$ cat src/rtl/cart_rom_arbiter_if.sv
// Bus bundle between the cartridge ROM arbiter (slave side) and its requesters
// plus the shared memory (master side).
interface cart_rom_arbiter_if #(
  parameter int ADDR_W = 24,
  parameter int DATA_W = 16
);
  // Handshakes: dl_wr is a one-cycle strobe accepted when dl_wait is low.
  // gbN_req is a level held with a stable gbN_addr until the one-cycle
  // gbN_ack; gbN_data is valid with ack and held until the next ack.
  logic              dl_active;
  logic              dl_wr;
  logic [ADDR_W-1:0] dl_addr;
  logic [DATA_W-1:0] dl_data;
  logic              dl_wait;
  logic              dl_overrun;
  logic              gb1_req;
  logic [ADDR_W-1:0] gb1_addr;
  logic              gb1_ack;
  logic [DATA_W-1:0] gb1_data;
  logic              gb2_req;
  logic [ADDR_W-1:0] gb2_addr;
  logic              gb2_ack;
  logic [DATA_W-1:0] gb2_data;
  logic [ADDR_W-1:0] mem_addr;
  logic              mem_we;
  logic [DATA_W-1:0] mem_din;
  logic [DATA_W-1:0] mem_dout;
  logic [1:0]        arb_state;

  modport master (
    output dl_active, dl_wr, dl_addr, dl_data,
    output gb1_req, gb1_addr, gb2_req, gb2_addr, mem_dout,
    input  dl_wait, dl_overrun, gb1_ack, gb1_data, gb2_ack, gb2_data,
    input  mem_addr, mem_we, mem_din, arb_state
  );

  modport slave (
    input  dl_active, dl_wr, dl_addr, dl_data,
    input  gb1_req, gb1_addr, gb2_req, gb2_addr, mem_dout,
    output dl_wait, dl_overrun, gb1_ack, gb1_data, gb2_ack, gb2_data,
    output mem_addr, mem_we, mem_din, arb_state
  );
endinterface

$ cat src/rtl/cart_rom_arbiter.sv
// Shares one single-port cartridge ROM between the download writer and two
// Gameboy cart readers. Optional last-address hit cache: ARB_HIT_CACHE_EN.
module cart_rom_arbiter #(
  parameter int ADDR_W  = 24,
  parameter int DATA_W  = 16,
  parameter int MEM_LAT = 2
) (
  input logic              clk_sys,
  input logic              reset_n,
  cart_rom_arbiter_if.slave bus
);
  typedef enum logic [1:0] {IDLE = 2'd0, WRITE = 2'd1, READ = 2'd2} state_t;

  localparam logic [2:0] LAT = 3'(MEM_LAT);

  state_t            state;
  logic              pending;
  logic              overrun;
  logic              rr;    // side to favour on a tie: 0 = gb1, 1 = gb2
  logic              gnt;   // side owning the current read
  logic [2:0]        cnt;
  logic [ADDR_W-1:0] wr_addr;
  logic [DATA_W-1:0] wr_data;
  logic [ADDR_W-1:0] mem_addr_q;
  logic              mem_we_q;
  logic [DATA_W-1:0] mem_din_q;
  logic              ack1, ack2;
  logic [DATA_W-1:0] data1, data2;

  logic              any_req;
  logic              sel;
  logic [ADDR_W-1:0] sel_addr;
  logic              hit;
  logic              hit_busy;

  assign any_req  = bus.gb1_req | bus.gb2_req;
  assign sel      = (bus.gb1_req & bus.gb2_req) ? rr : bus.gb2_req;
  assign sel_addr = sel ? bus.gb2_addr : bus.gb1_addr;

`ifdef ARB_HIT_CACHE_EN
  logic [ADDR_W-1:0] last1, last2;
  logic              valid1, valid2;
  logic              hit_q, hit_side;

  assign hit      = sel ? (valid2 && (bus.gb2_addr == last2))
                        : (valid1 && (bus.gb1_addr == last1));
  assign hit_busy = hit_q;
`else
  assign hit      = 1'b0;
  assign hit_busy = 1'b0;
`endif

  always_ff @(posedge clk_sys or negedge reset_n) begin
    if (!reset_n) begin
      state      <= IDLE;
      pending    <= 1'b0;
      overrun    <= 1'b0;
      rr         <= 1'b0;
      gnt        <= 1'b0;
      cnt        <= '0;
      wr_addr    <= '0;
      wr_data    <= '0;
      mem_addr_q <= '0;
      mem_we_q   <= 1'b0;
      mem_din_q  <= '0;
      ack1       <= 1'b0;
      ack2       <= 1'b0;
      data1      <= '0;
      data2      <= '0;
`ifdef ARB_HIT_CACHE_EN
      last1      <= '0;
      last2      <= '0;
      valid1     <= 1'b0;
      valid2     <= 1'b0;
      hit_q      <= 1'b0;
      hit_side   <= 1'b0;
`endif
    end else begin
      ack1 <= 1'b0;
      ack2 <= 1'b0;

      if (bus.dl_wr) begin
        if (pending) begin
          overrun <= 1'b1;
        end else begin
          pending <= 1'b1;
          wr_addr <= bus.dl_addr;
          wr_data <= bus.dl_data;
        end
      end

`ifdef ARB_HIT_CACHE_EN
      // A hit found last cycle is acknowledged now from the held data.
      if (hit_q) begin
        hit_q <= 1'b0;
        if (hit_side) ack2 <= 1'b1;
        else          ack1 <= 1'b1;
      end
`endif

      case (state)
        IDLE: begin
          if (pending) begin
            state      <= WRITE;
            mem_we_q   <= 1'b1;
            mem_addr_q <= wr_addr;
            mem_din_q  <= wr_data;
`ifdef ARB_HIT_CACHE_EN
            valid1     <= 1'b0;
            valid2     <= 1'b0;
`endif
          end else if (!bus.dl_active && any_req && !hit_busy) begin
            if (hit) begin
`ifdef ARB_HIT_CACHE_EN
              hit_q    <= 1'b1;
              hit_side <= sel;
              rr       <= ~sel;
`endif
            end else begin
              state      <= READ;
              gnt        <= sel;
              mem_addr_q <= sel_addr;
              cnt        <= LAT;
            end
          end
        end

        WRITE: begin
          pending   <= 1'b0;
          mem_we_q  <= 1'b0;
          mem_din_q <= '0;
          state     <= IDLE;
        end

        READ: begin
          if (cnt == 3'd0) begin
            if (gnt) begin
              data2 <= bus.mem_dout;
              ack2  <= 1'b1;
            end else begin
              data1 <= bus.mem_dout;
              ack1  <= 1'b1;
            end
            rr    <= ~gnt;
            state <= IDLE;
`ifdef ARB_HIT_CACHE_EN
            if (gnt) begin
              last2  <= mem_addr_q;
              valid2 <= 1'b1;
            end else begin
              last1  <= mem_addr_q;
              valid1 <= 1'b1;
            end
`endif
          end else begin
            cnt <= cnt - 3'd1;
          end
        end

        default: state <= IDLE;
      endcase

`ifdef ARB_HIT_CACHE_EN
      // Download in progress: cached words may be stale.
      if (bus.dl_active) begin
        valid1 <= 1'b0;
        valid2 <= 1'b0;
      end
`endif
    end
  end

  assign bus.dl_wait    = pending;
  assign bus.dl_overrun = overrun;
  assign bus.gb1_ack    = ack1;
  assign bus.gb1_data   = data1;
  assign bus.gb2_ack    = ack2;
  assign bus.gb2_data   = data2;
  assign bus.mem_addr   = mem_addr_q;
  assign bus.mem_we     = mem_we_q;
  assign bus.mem_din    = mem_din_q;
  assign bus.arb_state  = state;
endmodule

$ cat src/flat_wrapper.sv
// flat-port wrapper written by rule: the top's interface ports become plain ports
module cart_rom_arbiter_flat 
#(
  parameter int ADDR_W  = 24,
  parameter int DATA_W  = 16,
  parameter int MEM_LAT = 2
)
  (clk_sys, reset_n, bus_dl_active, bus_dl_wr, bus_dl_addr, bus_dl_data, bus_gb1_req, bus_gb1_addr, bus_gb2_req, bus_gb2_addr, bus_mem_dout, bus_dl_wait, bus_dl_overrun, bus_gb1_ack, bus_gb1_data, bus_gb2_ack, bus_gb2_data, bus_mem_addr, bus_mem_we, bus_mem_din, bus_arb_state);
  cart_rom_arbiter_if #(.ADDR_W(ADDR_W), .DATA_W(DATA_W)) bus_i ();
  input logic clk_sys;
  input logic reset_n;
  input wire logic [$bits(bus_i.dl_active)-1:0] bus_dl_active;
  input wire logic [$bits(bus_i.dl_wr)-1:0] bus_dl_wr;
  input wire logic [$bits(bus_i.dl_addr)-1:0] bus_dl_addr;
  input wire logic [$bits(bus_i.dl_data)-1:0] bus_dl_data;
  input wire logic [$bits(bus_i.gb1_req)-1:0] bus_gb1_req;
  input wire logic [$bits(bus_i.gb1_addr)-1:0] bus_gb1_addr;
  input wire logic [$bits(bus_i.gb2_req)-1:0] bus_gb2_req;
  input wire logic [$bits(bus_i.gb2_addr)-1:0] bus_gb2_addr;
  input wire logic [$bits(bus_i.mem_dout)-1:0] bus_mem_dout;
  output wire logic [$bits(bus_i.dl_wait)-1:0] bus_dl_wait;
  output wire logic [$bits(bus_i.dl_overrun)-1:0] bus_dl_overrun;
  output wire logic [$bits(bus_i.gb1_ack)-1:0] bus_gb1_ack;
  output wire logic [$bits(bus_i.gb1_data)-1:0] bus_gb1_data;
  output wire logic [$bits(bus_i.gb2_ack)-1:0] bus_gb2_ack;
  output wire logic [$bits(bus_i.gb2_data)-1:0] bus_gb2_data;
  output wire logic [$bits(bus_i.mem_addr)-1:0] bus_mem_addr;
  output wire logic [$bits(bus_i.mem_we)-1:0] bus_mem_we;
  output wire logic [$bits(bus_i.mem_din)-1:0] bus_mem_din;
  output wire logic [$bits(bus_i.arb_state)-1:0] bus_arb_state;
  assign bus_i.dl_active = bus_dl_active;
  assign bus_i.dl_wr = bus_dl_wr;
  assign bus_i.dl_addr = bus_dl_addr;
  assign bus_i.dl_data = bus_dl_data;
  assign bus_i.gb1_req = bus_gb1_req;
  assign bus_i.gb1_addr = bus_gb1_addr;
  assign bus_i.gb2_req = bus_gb2_req;
  assign bus_i.gb2_addr = bus_gb2_addr;
  assign bus_i.mem_dout = bus_mem_dout;
  assign bus_dl_wait = bus_i.dl_wait;
  assign bus_dl_overrun = bus_i.dl_overrun;
  assign bus_gb1_ack = bus_i.gb1_ack;
  assign bus_gb1_data = bus_i.gb1_data;
  assign bus_gb2_ack = bus_i.gb2_ack;
  assign bus_gb2_data = bus_i.gb2_data;
  assign bus_mem_addr = bus_i.mem_addr;
  assign bus_mem_we = bus_i.mem_we;
  assign bus_mem_din = bus_i.mem_din;
  assign bus_arb_state = bus_i.arb_state;
  cart_rom_arbiter #(.ADDR_W(ADDR_W), .DATA_W(DATA_W), .MEM_LAT(MEM_LAT)) u_core (.clk_sys(clk_sys), .reset_n(reset_n), .bus(bus_i));
endmodule
$ cat config.mk
export PLATFORM = sky130hd
export DESIGN_NAME = cart_rom_arbiter_flat
export DESIGN_NICKNAME = d
export VERILOG_FILES = /design/src/rtl/cart_rom_arbiter_if.sv /design/src/rtl/cart_rom_arbiter.sv /design/src/flat_wrapper.sv
export SDC_FILE = /design/constraint.sdc
export NUM_CORES = 1
export LEC_CHECK = 0
export BUFFER_PORTS_ARGS = -buffer_cell sky130_fd_sc_hd__buf_4
export CAP_MARGIN = 15
export CORE_ASPECT_RATIO = 0.5
export CORE_UTILIZATION = 53
export CTS_CLUSTER_DIAMETER = 150
export DETAILED_ROUTE_END_ITERATION = 10
export GPL_TIMING_DRIVEN = 0
export PLACE_DENSITY = 0.9
export SYNTH_ARGS = -nofsm -noshare
export SYNTH_HDL_FRONTEND = slang
export SYNTH_SLANG_ARGS = --single-unit
$ cat constraint.sdc
create_clock -name clk_sys -period 3.5 [get_ports clk_sys]
set_clock_uncertainty 0.2 [all_clocks]
set_input_delay 0.175 -clock clk_sys [delete_from_list [all_inputs] [get_ports clk_sys]]
set_output_delay 0.175 -clock clk_sys [all_outputs]
set_load 0.05 [all_outputs]
==> results.yml, run 1 <==
power_and_ir_drop:
  pwr-share-comb: 0.498
  powerDensity_nw_per_um2: 1060
  p_int_mw: 4.89
  leakagePower_nw: 4.11
  ir_worst_vdd_v: 0.000641
  switchingPower_mw: 4.03
  swShare: 0.452
  p_seq_frac: 0.299
  clkPwrFrac: 0.203
place:
  pre_cts_ws_ns: 1.40
  placed_area_um2: 6760
  gp_congestion: 0.833
  portBuffers: 188
  hpwl_mm: 9.27
  placedCellCount: 690
logic_synthesis:
  syn_avg_cell_area_um2: 13.9
  syn_nets: 483
  syn_area_um2: 5150
  postSynthCellCount: 371
  yosysSeqAreaShare: 0.602
  ys_warn_count: 0
  synth-seq-cells: 124
  synth_cell_types: 35
floorplanning:
  initial_core_util: 0.568
  fp.dieW_um: 141
  ioPinCount: 189
  die-area_um2: 10100
  num_rows: 24
  die_y_um: 71.7
  core_um2: 9070
clock_network:
  post_cts_buffers: 0
  clockRootBuffer: "clkbuf_16"
  cts_hold_buffers: 107
  clk_latency_ns: 0.41
  cts_repair_resize_count: 0
  cts.sinks: 124
  cts.clk_slew.worst_paths_ns: 0.05
  htreeDepth: 4
  clk_path_buf_depth: 2
  cts_buffers: 17
  cts_tree: "yes"
cells_and_area:
  antenna_cells: 0
  area_delta_synth_final_pct: 63.5
  drive_above_1_share: 0.447
  final_area_um2: 8420
  finalNonFillerCells: 828
  nNetsFinal: 798
hold_path:
  worstHoldStart: "bus_gb1_req"
  hp-class: "input port to register"
  whs_endpoint: "u_core.bus.arb_state[1]"
  whs_path_depth: 3
timing:
  setup_slack_ns: 1.15
  final.min_clock_period_ns: 2.35
  min_period_over_period: 0.673
  tns_ns: 0
  slew_headroom: 0.540
  finalHoldViolCount: 0
  fmax_ghz: 0.425
  rsz0062_at_grt: "false"
  finalSetupViolations: 0
  tightestPinTransition_ns: 0.686
  drv_slew: 0
setup_path:
  r2r-end: "u_core.bus.mem_addr[16]"
  start_kind: "register"
  cp.required_ns: 3.55
  r2r_cells: 5
  crit_path_end_kind: "register"
  path_class: "register to register"
  cp_max_fo: 10
  r2r_start: "u_core.rr"
  rrSetupSlack_ns: 1.15
  worstPathArrival_ns: 2.41
global_routing:
  grt_start_max_net_pins: 75
  grt_pass1_vias: 5501
  grt_overflow: 0
  grtUsageTotal: 0.420
  antenna_found_initial: 0
  grt_pass1_wl_mm: 30.9
drt:
  top_layer: "met4"
  route.vias.total: 4889
  vias_per_cell: 5.90
  detail_route.first_pass.iterations: 5
  routed_wirelength_mm: 19.7
  drtIter0Drc: 450
  wl_met2_mm: 9.69
  routedWlPerCell_um: 23.7
  wl_met1_mm: 7.13
  detail-route-antenna-nets: 0
  drc: 0
  dr_wl_met3_mm: 1.53
outcome:
  outcome: "finished clean"
run:
  max_cap_violations: 0
==> cells in the final DEF, fill, tap and decap left out, drive strengths merged, types with 3 or more instances in the layout <==
cell / n
clkbuf: 30
nor2b: 3
buf: 203
a21oi: 26
nand2: 3
mux2: 72
a22o: 16
bufinv: 3
o21ai: 28
dlygate4sd3: 107
dfrtp: 124
clkinv: 5
nor2: 8
inv: 6
mux2i: 24
and3: 24
==> cell usage after synthesis, drive strengths merged <==
| cell type | instances | area share |
|---|---|---|
| o21bai | 1 | 0.0015 |
| o21ai | 28 | 0.029 |
| and3b | 1 | 0.0024 |
| and3 | 24 | 0.029 |
| nand2 | 3 | 0.0022 |
| ha | 2 | 0.0049 |
| nor3 | 2 | 0.0019 |
| nand4 | 1 | 0.0012 |
| a21oi | 26 | 0.025 |
| nor2b | 3 | 0.0036 |
| a2111oi | 1 | 0.0053 |
| a21o | 2 | 0.0032 |
| o21ba | 1 | 0.0019 |
| and2b | 1 | 0.0017 |
| dfrtp | 124 | 0.60 |
| mux2i | 24 | 0.047 |
| and2 | 1 | 0.0012 |
| buf | 14 | 0.020 |
| a221o | 1 | 0.0019 |
| a22o | 16 | 0.027 |
| mux2 | 72 | 0.16 |
| inv | 6 | 0.0044 |
| nor2 | 8 | 0.0078 |
| nand3b | 1 | 0.0015 |
| nand4b | 1 | 0.0046 |
| clkbuf | 7 | 0.0051 |
==> critical path, stage by stage, from the launching register on <==
cell and delay [ns]:
dfrtp_1 0.41, o21ai_4 0.33, buf_4 0.31, mux2i_1 0.22, dlygate4sd3_1 0.60, o21ai_0 0.12
==> sequential cells by signal (all words and copies together), names as in the netlist <==
signal	count
u_core.bus.gb1_data	16
u_core.bus.dl_wait	1
u_core.wr_data	16
u_core.bus.gb2_data	16
u_core.bus.mem_we	1
u_core.bus.arb_state	2
u_core.gnt	1
u_core.bus.dl_overrun	1
u_core.bus.gb2_ack	1
u_core.cnt	3
u_core.bus.mem_din	16
u_core.rr	1
u_core.bus.gb1_ack	1
u_core.wr_addr	24
u_core.bus.mem_addr	24
==> per-stage QoR <==
step / power, mW / hold WS [ns] / util
floorplan: 5.28 / -0.321 / -
global placement: 6.38 / 0.203 / 0.742
detailed placement: 6.55 / -0.0498 / 0.745
CTS: 8.49 / 0.0462 / 0.929
global route: 9.19 / 0.0892 / 0.929
finish: 8.92 / 0.0612 / 0.929
==> routing by layer <==
metal | GRT usage | vias up
li1 | - | 1978
met1 | 0.472 | 2408
met2 | 0.714 | 381
met3 | 0.110 | 122
met4 | 0.306 | 0
met5 | 0 | -
==> cells by family after synthesis <==
logic type | Yosys count | synth area share
adder cells (fa/ha/maj) | 2 | 0.00486
flip-flops | 124 | 0.602
multiplexers | 96 | 0.210
buffers and inverters | 27 | 0.0299
AO/OA/AOI/OAI | 76 | 0.0957
AND/OR/NAND/NOR | 46 | 0.0573
==> layout make-up <==
class | instances | area (µm²)
tap | 130 | 163
inverter | 6 | 22.5
buffer | 21 | 131
fill | 283 | 648
timing repair buffer | 296 | 2510
clock inverter | 8 | 115
clock buffer | 23 | 478
sequential | 124 | 3100
multi-input combinational | 220 | 1890
==> worst max path at each step <==
stage | endpoint | start | slack, ns
6_report | u_core.bus.mem_addr[16] | u_core.rr | 1.15
5_1_grt | u_core.bus.mem_addr[16] | u_core.rr | 1.10
4_1_cts | u_core.bus.mem_addr[6] | u_core.rr | 1.28
3_5_place_dp | u_core.bus.gb1_data[12] | u_core.cnt[0] | 1.40
3_3_place_gp | u_core.bus.gb1_data[11] | u_core.cnt[0] | 1.42
2_1_floorplan | u_core.bus.gb1_data[10] | u_core.bus.arb_state[1] | 1.53
==> power by group through the flow <==
stage / clock, mW / combinational (mW) / sequential (mW)
finish: 1.81 / 4.45 / 2.67
global placement: 0 / 3.88 / 2.50
global route: 1.88 / 4.61 / 2.71
CTS: 1.78 / 4.16 / 2.55
floorplan: 0 / 1.34 / 3.94
detailed placement: 0 / 4.00 / 2.56
No activity file was read; power rests on OpenSTA's default activity.
==> run 2: changes to the inputs <==
--- a/config.mk
+++ b/config.mk
@@ -8,11 +8,11 @@
 export BUFFER_PORTS_ARGS = -buffer_cell sky130_fd_sc_hd__buf_4
 export CAP_MARGIN = 15
 export CORE_ASPECT_RATIO = 0.5
-export CORE_UTILIZATION = 53
+export CORE_UTILIZATION = 45
 export CTS_CLUSTER_DIAMETER = 150
 export DETAILED_ROUTE_END_ITERATION = 10
 export GPL_TIMING_DRIVEN = 0
-export PLACE_DENSITY = 0.9
+export PLACE_DENSITY = 0.82
 export SYNTH_ARGS = -nofsm -noshare
 export SYNTH_HDL_FRONTEND = slang
 export SYNTH_SLANG_ARGS = --single-unit
==> constraint.sdc (replaced) <==
create_clock -name clk_sys -period 1.9 [get_ports clk_sys]
set_clock_uncertainty 0.2 [all_clocks]
set_input_delay 0.095 -clock clk_sys [delete_from_list [all_inputs] [get_ports clk_sys]]
set_output_delay 0.095 -clock clk_sys [all_outputs]
set_load 0.05 [all_outputs]
==> run 2 against run 1 <==
- the flow now finishes with violations (setup timing)
- setup slack lost 1.3 ns
- worst hold slack gained 0.19 ns
- count of clock-buffer cells in the layout shrank 4
- critical endpoint is now u_core.bus.gb1_data[2]
- critical path depth grew 3
- non-clock buffer count grew 26
- clock power grew 73%
- die area grew 17%
- cell area grew 4.9%
- sequential share of layout area shrank 1.7 points
==> results.yml, run 2 (synthesized netlist as in run 1, its figures left out) <==
outcome:
  outcome: "finished, violations left"
  violations: "setup timing"
drt:
  drtIter0Drc: 465
  detail_route.first_pass.iterations: 5
  routedWlPerCell_um: 21.8
  detail-route-antenna-nets: 0
  drc: 0
  routed_wirelength_mm: 19.0
  vias_per_cell: 5.64
  route.vias.total: 4922
global_routing:
  antenna_found_initial: 1
  grt_pass1_wl_mm: 28.4
  grt_overflow: 0
  grtUsageTotal: 0.317
  grt_start_max_net_pins: 96
  grt_pass1_vias: 5254
setup_path:
  cp.required_ns: 2.00
  cp.depth: 8
  r2r_start: "u_core.cnt[1]"
  crit_buf_inv: 3
  crit_path_end_kind: "register"
  path_class: "register to register"
  crit_chain: "inv_2, ha_4, and2b_2, nand3b_1, nor2_4, buf_6, buf_6, mux2_4"
  start_kind: "register"
  rrSetupSlack_ns: -0.11
  cp_max_fo: 4
  critPathCapture: "u_core.bus.gb1_data[2]"
  crit_family: "simple AND/OR/NAND/NOR gates"
  critPathSlowestCell: "dfrtp_1"
  worst_path_most_repeated_cell: "buf_6"
  r2r_cells: 8
  r2r-end: "u_core.bus.gb1_data[2]"
  worstPathArrival_ns: 2.10
  crit_start: "u_core.cnt[1]"
  max_stage_delay_ns: 0.41
floorplanning:
  ioPinCount: 189
  fp.dieW_um: 153
  die_y_um: 77.7
  die-area_um2: 11900
  initial_core_util: 0.465
  num_rows: 27
  core_um2: 11100
timing:
  slew_headroom: 0.665
  finalHoldViolCount: 0
  tightestPinTransition_ns: 0.502
  setup_slack_ns: -0.106
  finalSetupViolations: 35
  final.min_clock_period_ns: 2.01
  fin_hold_ws_ns: 0.254
  fmax_ghz: 0.498
  drv_slew: 0
  min_period_over_period: 1.06
  rsz0062_at_grt: "true"
hold_path:
  hp-class: "input port to register"
cells_and_area:
  drive_above_1_share: 0.491
  final_cell_mix: "buf_4, dfrtp_1, dlygate4sd3_1"
  finalNonFillerCells: 872
  final_area_um2: 8840
  nFillCells: 552
  final_common_cell: "buf_4"
  nNetsFinal: 824
  area_delta_synth_final_pct: 71.5
power_and_ir_drop:
  ir_worst_vdd_v: 0.00104
  report.power.total_mw: 16.4
  leakagePower_nw: 4.33
  powerDensity_nw_per_um2: 1850
clock_network:
  clockRootBuffer: "clkbuf_16"
  cts.clk_slew.worst_paths_ns: 0.06
  cts_tree: "yes"
  clk_path_buf_depth: 2
  htreeDepth: 4
  cts_buffers: 17
  cts.sinks: 124
  clk_latency_ns: 0.41
place:
  hpwl_mm: 9.05
  portBuffers: 188
  placedCellCount: 705
  gp_congestion: 0.759
  placed_area_um2: 6780
run:
  max_cap_violations: 0
run 2: cell types whose count changed in the layout (fill, tap and decap cells not counted), sizes merged:
cell	before	now
clkinvlp	0	6
dlygate4sd3	107	110
clkbuf	30	29
clkinv	5	6
diode	0	2
buf	203	223
bufinv	3	1
run 2: final cells by class:
| type | instances | area [µm²] | area share |
|---|---|---|---|
| Inverter | 6 | 22.5 | 0.00255 |
| Antenna cell | 2 | 5.00 | 0.000566 |
| Sequential cell | 124 | 3110 | 0.351 |
| Timing Repair Buffer | 323 | 2800 | 0.317 |
| Clock buffer | 19 | 453 | 0.0513 |
| Multi-Input combinational cell | 220 | 2020 | 0.228 |
| Buffer | 20 | 131 | 0.0149 |
| Clock inverter | 13 | 120 | 0.0136 |
| Tap cell | 145 | 181 | 0.0205 |
run 2: worst min-delay path, cell delays in order:
cell and delay (ns):
dlygate4sd3_1 0.52, buf_4 0.09, mux2_2 0.12
run 2: worst min path at each step:
stage                         start                       to  cells past startpoint  slack, ns
floorplan                   reset_n  u_core.bus.arb_state[0]                      0      -0.40
global placement          bus_dl_wr    u_core.bus.dl_overrun                      2       0.12
detailed placement          reset_n  u_core.bus.gb2_data[11]                      1      -0.21
CTS                 bus_dl_data[10]       u_core.wr_data[10]                      3       0.25
global route        bus_dl_data[12]       u_core.wr_data[12]                      3       0.26
finish              bus_dl_data[12]       u_core.wr_data[12]                      3       0.25
run 2: where the power goes:
group	internal, mW	total (mW)	switching [mW]
registers	3.94	4.88	0.933
clock network	1.87	3.14	1.27
logic	3.17	8.36	5.19
total	8.98	16.4	7.40
run 2: metal layers:
metal | vias up | track usage | share of wire
met5 | - | 0 | 0
met1 | 2462 | 0.354 | 0.37
met3 | 108 | 0.0659 | 0.060
met2 | 314 | 0.559 | 0.51
li1 | 2038 | - | -
met4 | 0 | 0.209 | 0.056
run 2: timing repair:
| item | CTS | global route |
|---|---|---|
| cloned | 1 | 1 |
| hold buffers | 111 | 1 |
| setup endpoints to repair | 50 | 95 |
| hold endpoints to repair | 224 | 1 |
| pin swaps | 3 | 4 |
| resized for setup | 24 | 31 |
| buffers inserted | 14 | 8 |
run 2: metrics by stage:
stage,setup slack [ns],util,TNS (ns)
CTS,-0.109,0.786,-0.982
finish,-0.106,0.797,-1.61
global placement,-0.183,0.609,-3.20
detailed placement,-0.209,0.612,-4.84
floorplan,-0.0156,-,-0.125
global route,-0.172,0.797,-4.21
==> run 3: changes to the inputs <==
==> constraint.sdc (replaced) <==
create_clock -name clk_sys -period 1.9 [get_ports clk_sys]
set_clock_uncertainty 0.2 [all_clocks]
set_input_delay 0.095 -clock clk_sys [delete_from_list [all_inputs] [get_ports clk_sys]]
set_output_delay 0.095 -clock clk_sys [all_outputs]
set_load 0.01 [all_outputs]
==> run 3 against run 2 <==
- the flow still finishes with violations (setup timing)
- via count fell by 0.69%
- worst hold slack lost 0.0015 ns
- largest cell class unchanged
- sequential share of layout area rose by 0.13 points
- wire length grew 3.2%
- core utilization fell by 0.32 points
- register-to-register slack got worse by 0.08 ns
- global-route usage about the same
- cell count is 0.34% lower
- clock power fell by 1%
- highest routed layer unchanged
- die area unchanged
- critical endpoint is now u_core.bus.gb1_data[5]
==> results.yml, run 3 (synthesized netlist as in run 1, its figures left out) <==
power_and_ir_drop:
  swShare: 0.363
  clkPwrFrac: 0.221
  leakagePower_nw: 4.35
  p_int_mw: 8.93
  ir_worst_vdd_v: 0.000932
  pwr-share-comb: 0.431
  p_seq_frac: 0.348
  report.power.total_mw: 14.0
  switchingPower_mw: 5.08
  powerDensity_nw_per_um2: 1590
floorplanning:
  core_um2: 11100
  ioPinCount: 189
  num_rows: 27
  initial_core_util: 0.465
  die-area_um2: 11900
  die_y_um: 77.7
  fp.dieW_um: 153
timing:
  slew_headroom: 0.694
  drv_slew: 0
  final.min_clock_period_ns: 2.09
  rsz0062_at_grt: "true"
  fin_hold_ws_ns: 0.253
  finalSetupViolations: 34
  finalHoldViolCount: 0
  setup_slack_ns: -0.186
  tightestPinTransition_ns: 0.459
  fmax_ghz: 0.479
  tns_ns: -4.18
  min_period_over_period: 1.10
drt:
  drc: 0
  drtIter0Drc: 398
  vias_per_cell: 5.62
  routed_wirelength_mm: 19.6
  detail-route-antenna-nets: 0
  detail_route.first_pass.iterations: 7
  routedWlPerCell_um: 22.6
  route.vias.total: 4888
cells_and_area:
  finalNonFillerCells: 869
  nNetsFinal: 822
  finish.utilization: 0.794
  final_cell_mix: "buf_4, dfrtp_1, dlygate4sd3_1"
  area_delta_synth_final_pct: 70.9
  drive_above_1_share: 0.484
  final_common_cell: "buf_4"
  final_area_um2: 8800
clock_network:
  cts.clk_slew.worst_paths_ns: 0.07
  clk_path_buf_depth: 2
  clockRootBuffer: "clkbuf_16"
  cts_tree: "yes"
  htreeDepth: 4
  cts.sinks: 124
  cts_buffers: 17
  clk_latency_ns: 0.41
setup_path:
  worstPathArrival_ns: 2.18
  crit_chain: "inv_2, ha_4, and2b_2, nand3b_1, nor2_4, buf_6, buf_6, mux2_4"
  critPathSlowestCell: "dfrtp_1"
  path_class: "register to register"
  crit_path_end_kind: "register"
  start_kind: "register"
  worst_path_most_repeated_cell: "buf_6"
  max_stage_delay_ns: 0.40
  cp.required_ns: 2.00
  cp_max_fo: 5
place:
  portBuffers: 188
  placed_area_um2: 6780
  gp_congestion: 0.746
  hpwl_mm: 9.14
  placedCellCount: 705
  pre_cts_ws_ns: -0.244
global_routing:
  grt_overflow: 0
  grt_pass1_vias: 5102
  grt_pass1_wl_mm: 28.3
  grtUsageTotal: 0.317
  grt_start_max_net_pins: 87
  antenna_found_initial: 1
hold_path:
  hp-class: "input port to register"
run:
  max_cap_violations: 0
outcome:
  violations: "setup timing"
  outcome: "finished, violations left"
==> run 3: changes by cell type in the layout (fill, tap and decap cells not counted), sizes merged <==
cell,change
buf,-2
clkinvlp,-2
clkinv,-1
clkbuf,+2
diode,-1
inv,+1
==> run 3: final cells by class <==
type | instances | area (µm²)
diodes | 1 | 2.50
plain buffers | 21 | 155
clock buffers | 21 | 460
clock inverters | 11 | 93.8
fillers | 569 | 2280
inverters | 6 | 22.5
multi-input cells | 220 | 2020
flip-flops and latches | 124 | 3100
well taps | 145 | 181
repair buffers | 320 | 2760
==> run 3: power groups by stage <==
stage          clock network, mW  logic (mW)  registers [mW]
6_report                    3.10        6.04            4.88
5_1_grt                     3.25        6.34            4.97
4_1_cts                     3.06        5.31            4.68
3_5_place_dp                   0        4.93            4.69
3_3_place_gp                   0        4.76            4.62
2_1_floorplan                  0        2.47            4.91
==> run 3: critical path, delay by kind of cell (launching register included) <==
kind	cells	cell delay (ns)
buffers and inverters	3	0.35
DFF	1	0.40
and+or+nand+nor	3	0.54
muxes	1	0.33
adders and majority gates	1	0.13
==> run 3: final timing paths <==
check,cells past startpoint,from,slack (ns),endpoint
setup / recovery,8,u_core.cnt[1],-0.19,u_core.bus.gb1_data[5]
hold / removal,3,bus_dl_addr[20],0.25,u_core.wr_addr[20]
setup reg to reg,8,u_core.cnt[1],-0.19,u_core.bus.gb1_data[5]
hold reg to reg,1,u_core.bus.dl_overrun,0.28,u_core.bus.dl_overrun
max in group asynchronous,4,reset_n,0.18,u_core.bus.arb_state[0]
min in group asynchronous,3,reset_n,0.54,u_core.bus.gb1_data[0]
==> run 3: repair_timing <==
action,CTS,global route
hold buffers,110,0
cloned,1,1
resized for setup,17,49
buffers inserted,15,6
setup endpoints to repair,51,64
pin swaps,2,4
endpoints found under the hold margin,224,0
==> run 3: routing by layer <==
layer | wire, µm | vias up | GRT usage
met1 | 7540 | 2468 | 0.368
met5 | 0 | - | 0
met4 | 1330 | 0 | 0.195
li1 | - | 2020 | -
met3 | 1080 | 114 | 0.0682
met2 | 9690 | 286 | 0.546
